<file path="src/rtl/vga_frame_sequencer_pkg.sv">
// vga_pkg: phase encoding, 640x480@60 timing defaults and the 8-colour palette.
package vga_pkg;
    typedef enum logic [1:0] {SYNC = 2'd0, BACK = 2'd1, ACTIVE = 2'd2, FRONT = 2'd3} phase_t;
    localparam int CW = 10;
    localparam int H_SYNC_DEF = 96;
    localparam int H_BACK_DEF = 48;
    localparam int H_ACTIVE_DEF = 640;
    localparam int H_FRONT_DEF = 16;
    localparam int V_SYNC_DEF = 2;
    localparam int V_BACK_DEF = 33;
    localparam int V_ACTIVE_DEF = 480;
    localparam int V_FRONT_DEF = 10;
    localparam int FRAMES_PER_COLOR_DEF = 60;
    function automatic logic [11:0] palette(input logic [2:0] i);
        return {{4{i[2]}}, {4{i[1]}}, {4{i[0]}}};
    endfunction
endpackage

</file>
<file path="src/rtl/vga_frame_sequencer_if.sv">
// vga_frame_sequencer_if: VGA pins, pattern select and pixel-stage qualifiers.
interface vga_frame_sequencer_if;
    logic [1:0] MODE;
    logic       VGA_HS;
    logic       VGA_VS;
    logic [3:0] VGA_R;
    logic [3:0] VGA_G;
    logic [3:0] VGA_B;
    logic       pix_en;
    logic [9:0] pix_x;
    logic [9:0] pix_y;
    logic       active;
    logic       frame_start;
    modport master (input MODE, output VGA_HS, VGA_VS, VGA_R, VGA_G, VGA_B, pix_en, pix_x, pix_y, active, frame_start);
    modport slave (output MODE, input VGA_HS, VGA_VS, VGA_R, VGA_G, VGA_B, pix_en, pix_x, pix_y, active, frame_start);
endinterface

</file>
<file path="src/rtl/vga_frame_sequencer_axis_counter.sv">
// vga_axis_counter: one timing axis; count and SYNC/BACK/ACTIVE/FRONT phase registered together.
module vga_axis_counter
    import vga_pkg::*;
#(
    parameter int SYNC_LEN   = H_SYNC_DEF,
    parameter int BACK_LEN   = H_BACK_DEF,
    parameter int ACTIVE_LEN = H_ACTIVE_DEF,
    parameter int FRONT_LEN  = H_FRONT_DEF
) (
    input  logic          clk,
    input  logic          rst_n,
    input  logic          tick,
    input  logic          advance,
    output logic [CW-1:0] count,
    output phase_t        phase,
    output logic          wrap
);
    localparam logic [CW-1:0] LAST      = CW'(SYNC_LEN + BACK_LEN + ACTIVE_LEN + FRONT_LEN - 1);
    localparam logic [CW-1:0] BACK_AT   = CW'(SYNC_LEN);
    localparam logic [CW-1:0] ACTIVE_AT = CW'(SYNC_LEN + BACK_LEN);
    localparam logic [CW-1:0] FRONT_AT  = CW'(SYNC_LEN + BACK_LEN + ACTIVE_LEN);
    logic [CW-1:0] count_n;
    phase_t        phase_n;
    assign wrap = count == LAST;
    // phase changes on entering a boundary count, so it never needs decoding from count
    always_comb begin
        count_n = wrap ? '0 : count + 1'b1;
        phase_n = count_n == '0 ? SYNC :
                  count_n == BACK_AT ? BACK :
                  count_n == ACTIVE_AT ? ACTIVE :
                  count_n == FRONT_AT ? FRONT : phase;
    end
    always_ff @(posedge clk or negedge rst_n)
        if (!rst_n) begin
            count <= '0;
            phase <= SYNC;
        end else if (tick && advance) begin
            count <= count_n;
            phase <= phase_n;
        end
endmodule

</file>
<file path="src/rtl/vga_frame_sequencer.sv">
// vga_frame_sequencer: 640x480@60 VGA timing plus frame-scheduled test-pattern colour source.
module vga_frame_sequencer
    import vga_pkg::*;
#(
    parameter int H_SYNC           = H_SYNC_DEF,
    parameter int H_BACK           = H_BACK_DEF,
    parameter int H_ACTIVE         = H_ACTIVE_DEF,
    parameter int H_FRONT          = H_FRONT_DEF,
    parameter int V_SYNC           = V_SYNC_DEF,
    parameter int V_BACK           = V_BACK_DEF,
    parameter int V_ACTIVE         = V_ACTIVE_DEF,
    parameter int V_FRONT          = V_FRONT_DEF,
    parameter int FRAMES_PER_COLOR = FRAMES_PER_COLOR_DEF
) (
    input logic                    CLOCK_50,
    input logic                    RESET_N,
    vga_frame_sequencer_if.master  vga
);
    localparam int FW = $clog2(FRAMES_PER_COLOR + 1);
    localparam logic [FW-1:0] FRAME_LAST = FW'(FRAMES_PER_COLOR - 1);
    localparam logic [CW-1:0] X0 = CW'(H_SYNC + H_BACK);
    localparam logic [CW-1:0] Y0 = CW'(V_SYNC + V_BACK);
    logic          pix_en, frame_start, h_wrap, v_wrap, active, hs_q, vs_q;
    logic [CW-1:0] h_cnt, v_cnt, pix_x, pix_y;
    phase_t        h_phase, v_phase;
    logic [FW-1:0] frame_cnt;
    logic [2:0]    colour_idx, pat_idx;
    logic [1:0]    mode_q;
    logic [11:0]   rgb_n, rgb_q;
    always_ff @(posedge CLOCK_50 or negedge RESET_N)
        if (!RESET_N) pix_en <= 1'b0;
        else pix_en <= ~pix_en;
    vga_axis_counter #(.SYNC_LEN(H_SYNC), .BACK_LEN(H_BACK), .ACTIVE_LEN(H_ACTIVE), .FRONT_LEN(H_FRONT)) u_h (
        .clk(CLOCK_50), .rst_n(RESET_N), .tick(pix_en), .advance(1'b1),
        .count(h_cnt), .phase(h_phase), .wrap(h_wrap)
    );
    vga_axis_counter #(.SYNC_LEN(V_SYNC), .BACK_LEN(V_BACK), .ACTIVE_LEN(V_ACTIVE), .FRONT_LEN(V_FRONT)) u_v (
        .clk(CLOCK_50), .rst_n(RESET_N), .tick(pix_en), .advance(h_wrap),
        .count(v_cnt), .phase(v_phase), .wrap(v_wrap)
    );
    always_comb begin
        pix_x   = h_phase == ACTIVE ? h_cnt - X0 : '0;
        pix_y   = v_phase == ACTIVE ? v_cnt - Y0 : '0;
        active  = h_phase == ACTIVE && v_phase == ACTIVE;
        pat_idx = mode_q == 2'd1 ? colour_idx + pix_x[9:7] :
                  mode_q == 2'd2 ? colour_idx + pix_y[8:6] : colour_idx;
        rgb_n   = !active || (mode_q == 2'd3 && (pix_x[6] ^ pix_y[6])) ? '0 : palette(pat_idx);
    end
    // pattern settings are sampled only at the frame origin so a frame is never mixed
    always_ff @(posedge CLOCK_50 or negedge RESET_N)
        if (!RESET_N) begin
            frame_start <= 1'b0;
            frame_cnt   <= '0;
            colour_idx  <= '0;
            mode_q      <= '0;
        end else begin
            frame_start <= pix_en && h_wrap && v_wrap;
            if (frame_start) begin
                mode_q     <= vga.MODE;
                frame_cnt  <= frame_cnt == FRAME_LAST ? '0 : frame_cnt + 1'b1;
                colour_idx <= frame_cnt == FRAME_LAST ? colour_idx + 1'b1 : colour_idx;
            end
        end
    always_ff @(posedge CLOCK_50 or negedge RESET_N)
        if (!RESET_N) begin
            hs_q  <= 1'b1;
            vs_q  <= 1'b1;
            rgb_q <= '0;
        end else if (pix_en) begin
            hs_q  <= h_phase != SYNC;
            vs_q  <= v_phase != SYNC;
            rgb_q <= rgb_n;
        end
    assign vga.VGA_HS      = hs_q;
    assign vga.VGA_VS      = vs_q;
    assign vga.VGA_R       = rgb_q[11:8];
    assign vga.VGA_G       = rgb_q[7:4];
    assign vga.VGA_B       = rgb_q[3:0];
    assign vga.pix_en      = pix_en;
    assign vga.pix_x       = pix_x;
    assign vga.pix_y       = pix_y;
    assign vga.active      = active;
    assign vga.frame_start = frame_start;
endmodule
</file>
<file path="src/flat_wrapper.sv">
// flat-port wrapper written by rule: the top's interface ports become plain ports
module vga_frame_sequencer_flat import vga_pkg::*;
#(
    parameter int H_SYNC           = H_SYNC_DEF,
    parameter int H_BACK           = H_BACK_DEF,
    parameter int H_ACTIVE         = H_ACTIVE_DEF,
    parameter int H_FRONT          = H_FRONT_DEF,
    parameter int V_SYNC           = V_SYNC_DEF,
    parameter int V_BACK           = V_BACK_DEF,
    parameter int V_ACTIVE         = V_ACTIVE_DEF,
    parameter int V_FRONT          = V_FRONT_DEF,
    parameter int FRAMES_PER_COLOR = FRAMES_PER_COLOR_DEF
)
  (CLOCK_50, RESET_N, vga_MODE, vga_VGA_HS, vga_VGA_VS, vga_VGA_R, vga_VGA_G, vga_VGA_B, vga_pix_en, vga_pix_x, vga_pix_y, vga_active, vga_frame_start);
  vga_frame_sequencer_if vga_i ();
  input logic CLOCK_50;
  input logic RESET_N;
  input wire logic [$bits(vga_i.MODE)-1:0] vga_MODE;
  output wire logic [$bits(vga_i.VGA_HS)-1:0] vga_VGA_HS;
  output wire logic [$bits(vga_i.VGA_VS)-1:0] vga_VGA_VS;
  output wire logic [$bits(vga_i.VGA_R)-1:0] vga_VGA_R;
  output wire logic [$bits(vga_i.VGA_G)-1:0] vga_VGA_G;
  output wire logic [$bits(vga_i.VGA_B)-1:0] vga_VGA_B;
  output wire logic [$bits(vga_i.pix_en)-1:0] vga_pix_en;
  output wire logic [$bits(vga_i.pix_x)-1:0] vga_pix_x;
  output wire logic [$bits(vga_i.pix_y)-1:0] vga_pix_y;
  output wire logic [$bits(vga_i.active)-1:0] vga_active;
  output wire logic [$bits(vga_i.frame_start)-1:0] vga_frame_start;
  assign vga_i.MODE = vga_MODE;
  assign vga_VGA_HS = vga_i.VGA_HS;
  assign vga_VGA_VS = vga_i.VGA_VS;
  assign vga_VGA_R = vga_i.VGA_R;
  assign vga_VGA_G = vga_i.VGA_G;
  assign vga_VGA_B = vga_i.VGA_B;
  assign vga_pix_en = vga_i.pix_en;
  assign vga_pix_x = vga_i.pix_x;
  assign vga_pix_y = vga_i.pix_y;
  assign vga_active = vga_i.active;
  assign vga_frame_start = vga_i.frame_start;
  vga_frame_sequencer #(.H_SYNC(H_SYNC), .H_BACK(H_BACK), .H_ACTIVE(H_ACTIVE), .H_FRONT(H_FRONT), .V_SYNC(V_SYNC), .V_BACK(V_BACK), .V_ACTIVE(V_ACTIVE), .V_FRONT(V_FRONT), .FRAMES_PER_COLOR(FRAMES_PER_COLOR)) u_core (.CLOCK_50(CLOCK_50), .RESET_N(RESET_N), .vga(vga_i));
endmodule
</file>
<file path="config.mk">
export PLATFORM = sky130hd
export DESIGN_NAME = vga_frame_sequencer_flat
export DESIGN_NICKNAME = d
export VERILOG_FILES = /design/src/rtl/vga_frame_sequencer_pkg.sv /design/src/rtl/vga_frame_sequencer_if.sv /design/src/rtl/vga_frame_sequencer_axis_counter.sv /design/src/rtl/vga_frame_sequencer.sv /design/src/flat_wrapper.sv
export SDC_FILE = /design/constraint.sdc
export NUM_CORES = 1
export LEC_CHECK = 0
export BUFFER_PORTS_ARGS = -buffer_cell sky130_fd_sc_hd__buf_4
export CAP_MARGIN = 5
export CORE_UTILIZATION = 45
export CTS_CLUSTER_DIAMETER = 100
export DETAILED_ROUTE_END_ITERATION = 8
export PLACE_DENSITY = 0.68
export REMOVE_ABC_BUFFERS = 1
export SLEW_MARGIN = 5
export SYNTH_ARGS = -nofsm -noshare
export SYNTH_HDL_FRONTEND = slang
export SYNTH_HIERARCHICAL = 1
export SYNTH_SLANG_ARGS = --single-unit
</file>
<file path="constraint.sdc">
create_clock -name CLOCK_50 -period 6.4 [get_ports CLOCK_50]
set_input_delay 1.28 -clock CLOCK_50 [delete_from_list [all_inputs] [get_ports CLOCK_50]]
set_output_delay 1.28 -clock CLOCK_50 [all_outputs]
set_load 0.005 [all_outputs]
</file>
* Word-level counts from Yosys, hierarchy flattened *
Index checks and enable logic that the tools add are counted.

storage, ports and cells
  flip-flop bits (word level) = 51
  latch bits = 0
  RAM bits = 0
  ROM bits = 0
  logic and storage cells = 67
  memories = 0

cells by class
  $add $sub $neg = 8
  multipliers = 0
  divide/modulo/power cells = 0
  order comparisons = 0
  equal/unequal tests = 14
  shift operators = 0
  mux-type cells = 16
  bitwise logic cells = 2
  reduce and logical (&&, ||, !) cells = 15

operator list
  operator                                                                 number
  10-bit equality test (second input constant)                             4
  10-bit 2-to-1 mux                                                        4
  10-bit by 1-bit adder with 10-bit output (second input constant)         2
  10-bit zero test                                                         2
  2-bit 2-to-1 mux                                                         8
  12-bit 2-to-1 mux                                                        1
  10-bit by 2-bit equality test with 1-bit output (second input constant)  1
  10-bit by 6-bit equality test with 1-bit output (second input constant)  1
  10-bit by 7-bit equality test with 1-bit output (second input constant)  1
  10-bit by 8-bit equality test with 1-bit output (second input constant)  1
  10-bit by 6-bit subtractor with 10-bit output (second input constant)    1
  10-bit by 8-bit subtractor with 10-bit output (second input constant)    1
  2-bit equality test (second input constant)                              4
  4-bit nonzero test                                                       2
  3-bit adder                                                              2
  6-bit by 1-bit adder with 6-bit output (second input constant)           1
  6-bit equality test (second input constant)                              1
  3-bit 2-to-1 mux                                                         2
  6-bit 2-to-1 mux                                                         1
  2-bit AND reduction                                                      3
  1-bit logical AND                                                        4
  2-bit nonzero test                                                       2
  3-bit by 1-bit adder with 3-bit output (second input constant)           1
  2-bit by 1-bit equality test with 1-bit output (second input constant)   1
  4 further kinds                                                          4

* Depth between registers and ports, before layout *
  depth in word-level cells = 7
  mapped depth = 11
  mapped depth without buffers = 11

* Modules after synthesis *
The synthesis kept the hierarchy.

by module, submodules not included
  module                         times used  cells each  area each (µm²)
  vga_frame_sequencer            1           160         1446.4
  vga_axis_counter (u_core.u_v)  1           103         970.9
  vga_axis_counter (u_core.u_h)  1           97          940.9

* Worst setup path before layout *
OpenSTA, ideal clock, no wires.

  kind = reg-to-reg
  from = register u_core.u_v.count[0]
  to = register u_core.rgb_q[10]
  setup time = 0.104 ns
  data arrival time = 2.883 ns
  slack = 3.414 ns
  cell stages (with the launch flop) = 12
  buffers on the path = 0
  cell sequence = dfrtp_1 > ha_1 > o41ai_4 > xnor2_1 > nor2_1 > ha_1 > fa_1 > nand4bb_1 > a211oi_1 > a41oi_1 > and4_1 > o41ai_2

on the way
  cells in the longest elaborated chain, start to end = 6
  elaborated cells between the ends (all ways) = 9

RTL lines
  item                                                   RTL line                                              text
  from (decl)                                            vga_frame_sequencer_axis_counter.sv:14                output logic [CW-1:0] count,
  from (signal assigned)                                 vga_frame_sequencer_axis_counter.sv:38                count <= count_n;
  10-bit by 6-bit subtractor with 10-bit output (*)      vga_frame_sequencer.sv:43                             pix_y = v_phase == ACTIVE ? v_cnt - Y0 : '0;
  10-bit 2-to-1 mux (*)                                  vga_frame_sequencer.sv:43
  net vga_pix_y[6]                                       flat_wrapper.sv:26                                    output wire logic [$bits(vga_i.pix_y)-1:0] vga_pix_y;
  3-bit adder or 1-bit XOR (tied branches)               vga_frame_sequencer.sv:46, vga_frame_sequencer.sv:47
  3-bit 2-to-1 mux or 1-bit logical AND (tied branches)  vga_frame_sequencer.sv:46, vga_frame_sequencer.sv:47
  3-bit 2-to-1 mux or 1-bit logical OR (tied branches)   vga_frame_sequencer.sv:45, vga_frame_sequencer.sv:47
  12-bit 2-to-1 mux (*)                                  vga_frame_sequencer.sv:47                             rgb_n = !active || (mode_q == 2'd3 && (pix_x[6] ^ pix_y[6])) ? '0 : palette(pat_idx);
  to (signal assigned)                                   vga_frame_sequencer.sv:72                             rgb_q <= rgb_n;
  to (decl)                                              vga_frame_sequencer.sv:29                             logic [11:0] rgb_n, rgb_q;

Mark *: on every way through the listed nets, which the timed path passes. The rest lies on a longest branch.
A chain may end at the register's enable or synchronous reset.

* Worst setup path after layout *
  from = register u_core.u_v.count[4]
  to = output vga_pix_y[9]

on the way
  cells in the longest elaborated chain, start to end = 2

RTL lines
  item                                           RTL line
  10-bit by 6-bit subtractor with 10-bit output  vga_frame_sequencer.sv:43
  10-bit 2-to-1 mux                              vga_frame_sequencer.sv:43
  to (decl)                                      flat_wrapper.sv:26

Every way passes these cells.

==> results.cfg <==
[run_status]
run_status = finished, final reports clean

[placement]
globalplace.congestion = 0.808
io_buffers = 40
detailed_place_hpwl_mm = 5.28
dp_slack_ns = 3.00
standard_cell_area_after_detailed_placement_um2 = 3570

[timing]
fmaxAchievable_mhz = 279
post_layout_minimum_cycle_time_ns = 3.58
setup_violations = 0
post-route-worst-setup-slack_ns = 2.82
timing.final.max_slew_violations = 0
rsz_0062_raised_after_global_routing = false
fin_worst_skew_ns = 0.0137
final_hold_viol_count = 0
min_period_over_period = 0.560
least_margin_pin_slew_ns = 0.700
slew_headroom = 0.529
setup_tns_ns = 0

[clocking]
max-clock-path-buffers = 2
cts.clk_slew.worst_paths_ns = 0.10
cts_tree = done
post_cts_hold_buffer_count = 0
clock_tree.htree_level_count = 2
clkLatencyLatePin_ns = 0.31
number_of_buffers_inserted_during_clock_tree_synthesis = 5
cts_sinks = 42
cts-root-buf = sky130_fd_sc_hd__clkbuf_8
cts_setup_buffers = 0
cts_resized = 0

[pwr]
total_leakage_power_nw = 1.63
power.density_cell_area_nw_per_um2 = 161
worst_voltage_drop_across_the_vdd_grid_mv = 0.111

[critical_path]
critical_path_arrival_ns = 2.30
worstPathBufferInverterCount = 1
crit_start = u_core/u_v/count[4]$_DFFE_PN0P_
timing.setup.critical_path_class = reg2out
kind_of_start_point_of_the_critical_path = flop
cp_cell_sequence = a2111oi_0, and2b_1, nor4_1, xnor2_1, nor2_1, buf_4
ff_to_ff_setup_slack_ns = 2.94
path_delay_family = flip-flops
setup.worst_path.end_class = output pin
cp_slowest_stage_delay_ns = 0.58
worstPathMaxFanout = 13
crit_required_ns = 5.12
reg2reg_from = u_core/u_v/count[4]$_DFFE_PN0P_
slowest_library_cell_on_the_worst_path = sky130_fd_sc_hd__dfrtp_1

[synth]
synth_area_um2 = 3360
synth_warnings = 6
synth-async-reset-ratio = 1.00
post_synth_inst_count = 360
post_synthesis_average_cell_area_um2 = 9.33
synth-main-ff-cell = sky130_fd_sc_hd__dfrtp_1
synthDistinctLibCells = 83
synth-seq-cells = 42
synth_enable_flop_cells = 0
post_synthesis_sequential_area_ratio = 0.314

[routing]
totalWireLength_mm = 7.30
postRouteAntennaNets = 0
route.detailed.vias_per_inst = 5.69
route.vias.total = 2730
routedWlPerCell_um = 15.2
drc = 0
drt_pass1_iterations = 4
drt_iter0_markers = 192

[cells_and_area]
filler_cell_count = 698
layout.cells.most_common_list = sky130_fd_sc_hd__buf_4 (40), sky130_fd_sc_hd__dfrtp_1 (40), sky130_fd_sc_hd__nor2_1 (34)
layout.area.seq_um2 = 1050
final_design_area_no_fill_um2 = 3670
post_route_cells_drive_above_1_share = 0.228
multi_input_area_um2 = 2040
layout-area-overhead-vs-synth_pct = 9.17
antenna-diode-count = 0
num-nets-final = 398

[run]
maxCapViolations = 0

[die]
die_area_um2 = 7810
placement_rows = 31
die_y_um = 88.4
start_util = 0.465
core-area_um2 = 7210
pin_count = 41
chipWidth_um = 88.4

[global_route]
grt_pass1_vias = 2508
grt_antenna_before_repair = 0
grt_start_max_net_pins = 43
grt_first_pass_wirelength_mm = 12.2
all_layer_global_routing_usage = 0.199
grt-ovfl-total = 0

[worst_hold_path]
worstHoldStart = u_core/frame_cnt[4]$_DFFE_PN0P_
worstHoldPathType = reg2reg
-- layer usage --
metal,vias to the layer above,share of wire,GRT usage
met4,0,0.0075,0.0557
met5,-,0,0
li1,1316,-,-
met1,1328,0.47,0.275
met2,80,0.47,0.318
met3,6,0.053,0.0373
-- flip-flops by register name, summed over array words and instances, names as in the netlist --
signal,flops
u_core/vga.frame_start,1
u_core/vga.VGA_VS,1
u_core/u_h/count,10
u_core/u_v/phase,2
u_core/rgb_q,3
u_core/vga.VGA_HS,1
u_core/u_h/phase,2
u_core/mode_q,2
u_core/u_v/count,10
u_core/frame_cnt,6
u_core/colour_idx,3
u_core/vga.pix_en,1
-- cell type report --
type	instances	area share
Clock buffer	5	0.0188
Clock inverter	3	0.00683
Sequential cell	42	0.287
Timing Repair Buffer	40	0.0819
Tap cell	99	0.0338
Multi-Input combinational cell	277	0.557
Inverter	14	0.0147
-- through the flow --
stage | hold slack, ns | total power, mW | std cells | utilization
floorplan | 0.457 | 0.375 | 333 | -
global placement | 0.480 | 0.404 | 472 | 0.495
detailed placement | 0.484 | 0.406 | 472 | 0.495
CTS | 0.497 | 0.598 | 480 | 0.508
global route | 0.530 | 0.626 | 480 | 0.508
finish | 0.499 | 0.590 | 480 | 0.508
-- path summary, 6_finish.rpt --
check	end	cells past startpoint
worst max register to register	u_core/rgb_q[10]$_DFFE_PN0P_	11
worst min register to register	u_core/frame_cnt[4]$_DFFE_PN0P_	1
worst max-delay path	vga_pix_y[9]	6
worst min-delay path	u_core/frame_cnt[4]$_DFFE_PN0P_	1
max in group asynchronous	u_core/vga.VGA_VS$_DFFE_PN1P_	1
min in group asynchronous	u_core/u_v/count[6]$_DFFE_PN0P_	1
-- power by group --
| group | leakage (nW) | internal (mW) | switching [mW] |
|---|---|---|---|
| clock network | 0.0447 | 0.0790 | 0.111 |
| registers | 0.566 | 0.285 | 0.0308 |
| logic | 1.02 | 0.0414 | 0.0433 |
-- synth_stat cells, types with 3 or more instances --
master / instances / area share
sky130_fd_sc_hd__a21oi_1: 8 / 0.012
sky130_fd_sc_hd__a31oi_1: 5 / 0.0093
sky130_fd_sc_hd__and2_1: 7 / 0.013
sky130_fd_sc_hd__and3_1: 5 / 0.0093
sky130_fd_sc_hd__and4_1: 5 / 0.013
sky130_fd_sc_hd__buf_2: 5 / 0.0075
sky130_fd_sc_hd__buf_4: 11 / 0.025
sky130_fd_sc_hd__buf_6: 8 / 0.027
sky130_fd_sc_hd__clkbuf_1: 3 / 0.0034
sky130_fd_sc_hd__dfrtp_1: 40 / 0.30
sky130_fd_sc_hd__ha_1: 12 / 0.045
sky130_fd_sc_hd__inv_1: 13 / 0.015
sky130_fd_sc_hd__mux2_2: 6 / 0.020
sky130_fd_sc_hd__nand2_1: 32 / 0.036
sky130_fd_sc_hd__nand2b_1: 7 / 0.013
sky130_fd_sc_hd__nand3_1: 14 / 0.021
sky130_fd_sc_hd__nand4_1: 7 / 0.013
sky130_fd_sc_hd__nor2_1: 34 / 0.038
sky130_fd_sc_hd__nor2b_1: 3 / 0.0056
sky130_fd_sc_hd__nor3_1: 11 / 0.016
sky130_fd_sc_hd__o211ai_1: 3 / 0.0067
sky130_fd_sc_hd__o21ai_0: 15 / 0.022
sky130_fd_sc_hd__or3_1: 3 / 0.0056
sky130_fd_sc_hd__xnor2_1: 23 / 0.060
sky130_fd_sc_hd__xor2_1: 9 / 0.023
-- cells by family (layout without fill, tap and decap cells) --
logic type      count (synthesis)  after routing  share of synthesized area
simple gates                  151            151                      0.259
flops                          42             42                      0.314
other cells                     1              2                    0.00112
xor+xnor                       34             34                     0.0954
compound gates                 68             68                      0.168
buf+inv                        42             62                     0.0797
mux                             8              8                     0.0261
fa+ha+maj                      14             14                     0.0566
-- worst register-to-register path, delay by kind of cell, from the launching register on --
| family | cells | cell delay (ns) |
|---|---|---|
| compound gates | 4 | 1.20 |
| xor+xnor | 1 | 0.13 |
| fa+ha+maj | 1 | 0.53 |
| flops | 1 | 0.58 |
| simple gates | 5 | 0.94 |
(Power assumes the default switching activity.)
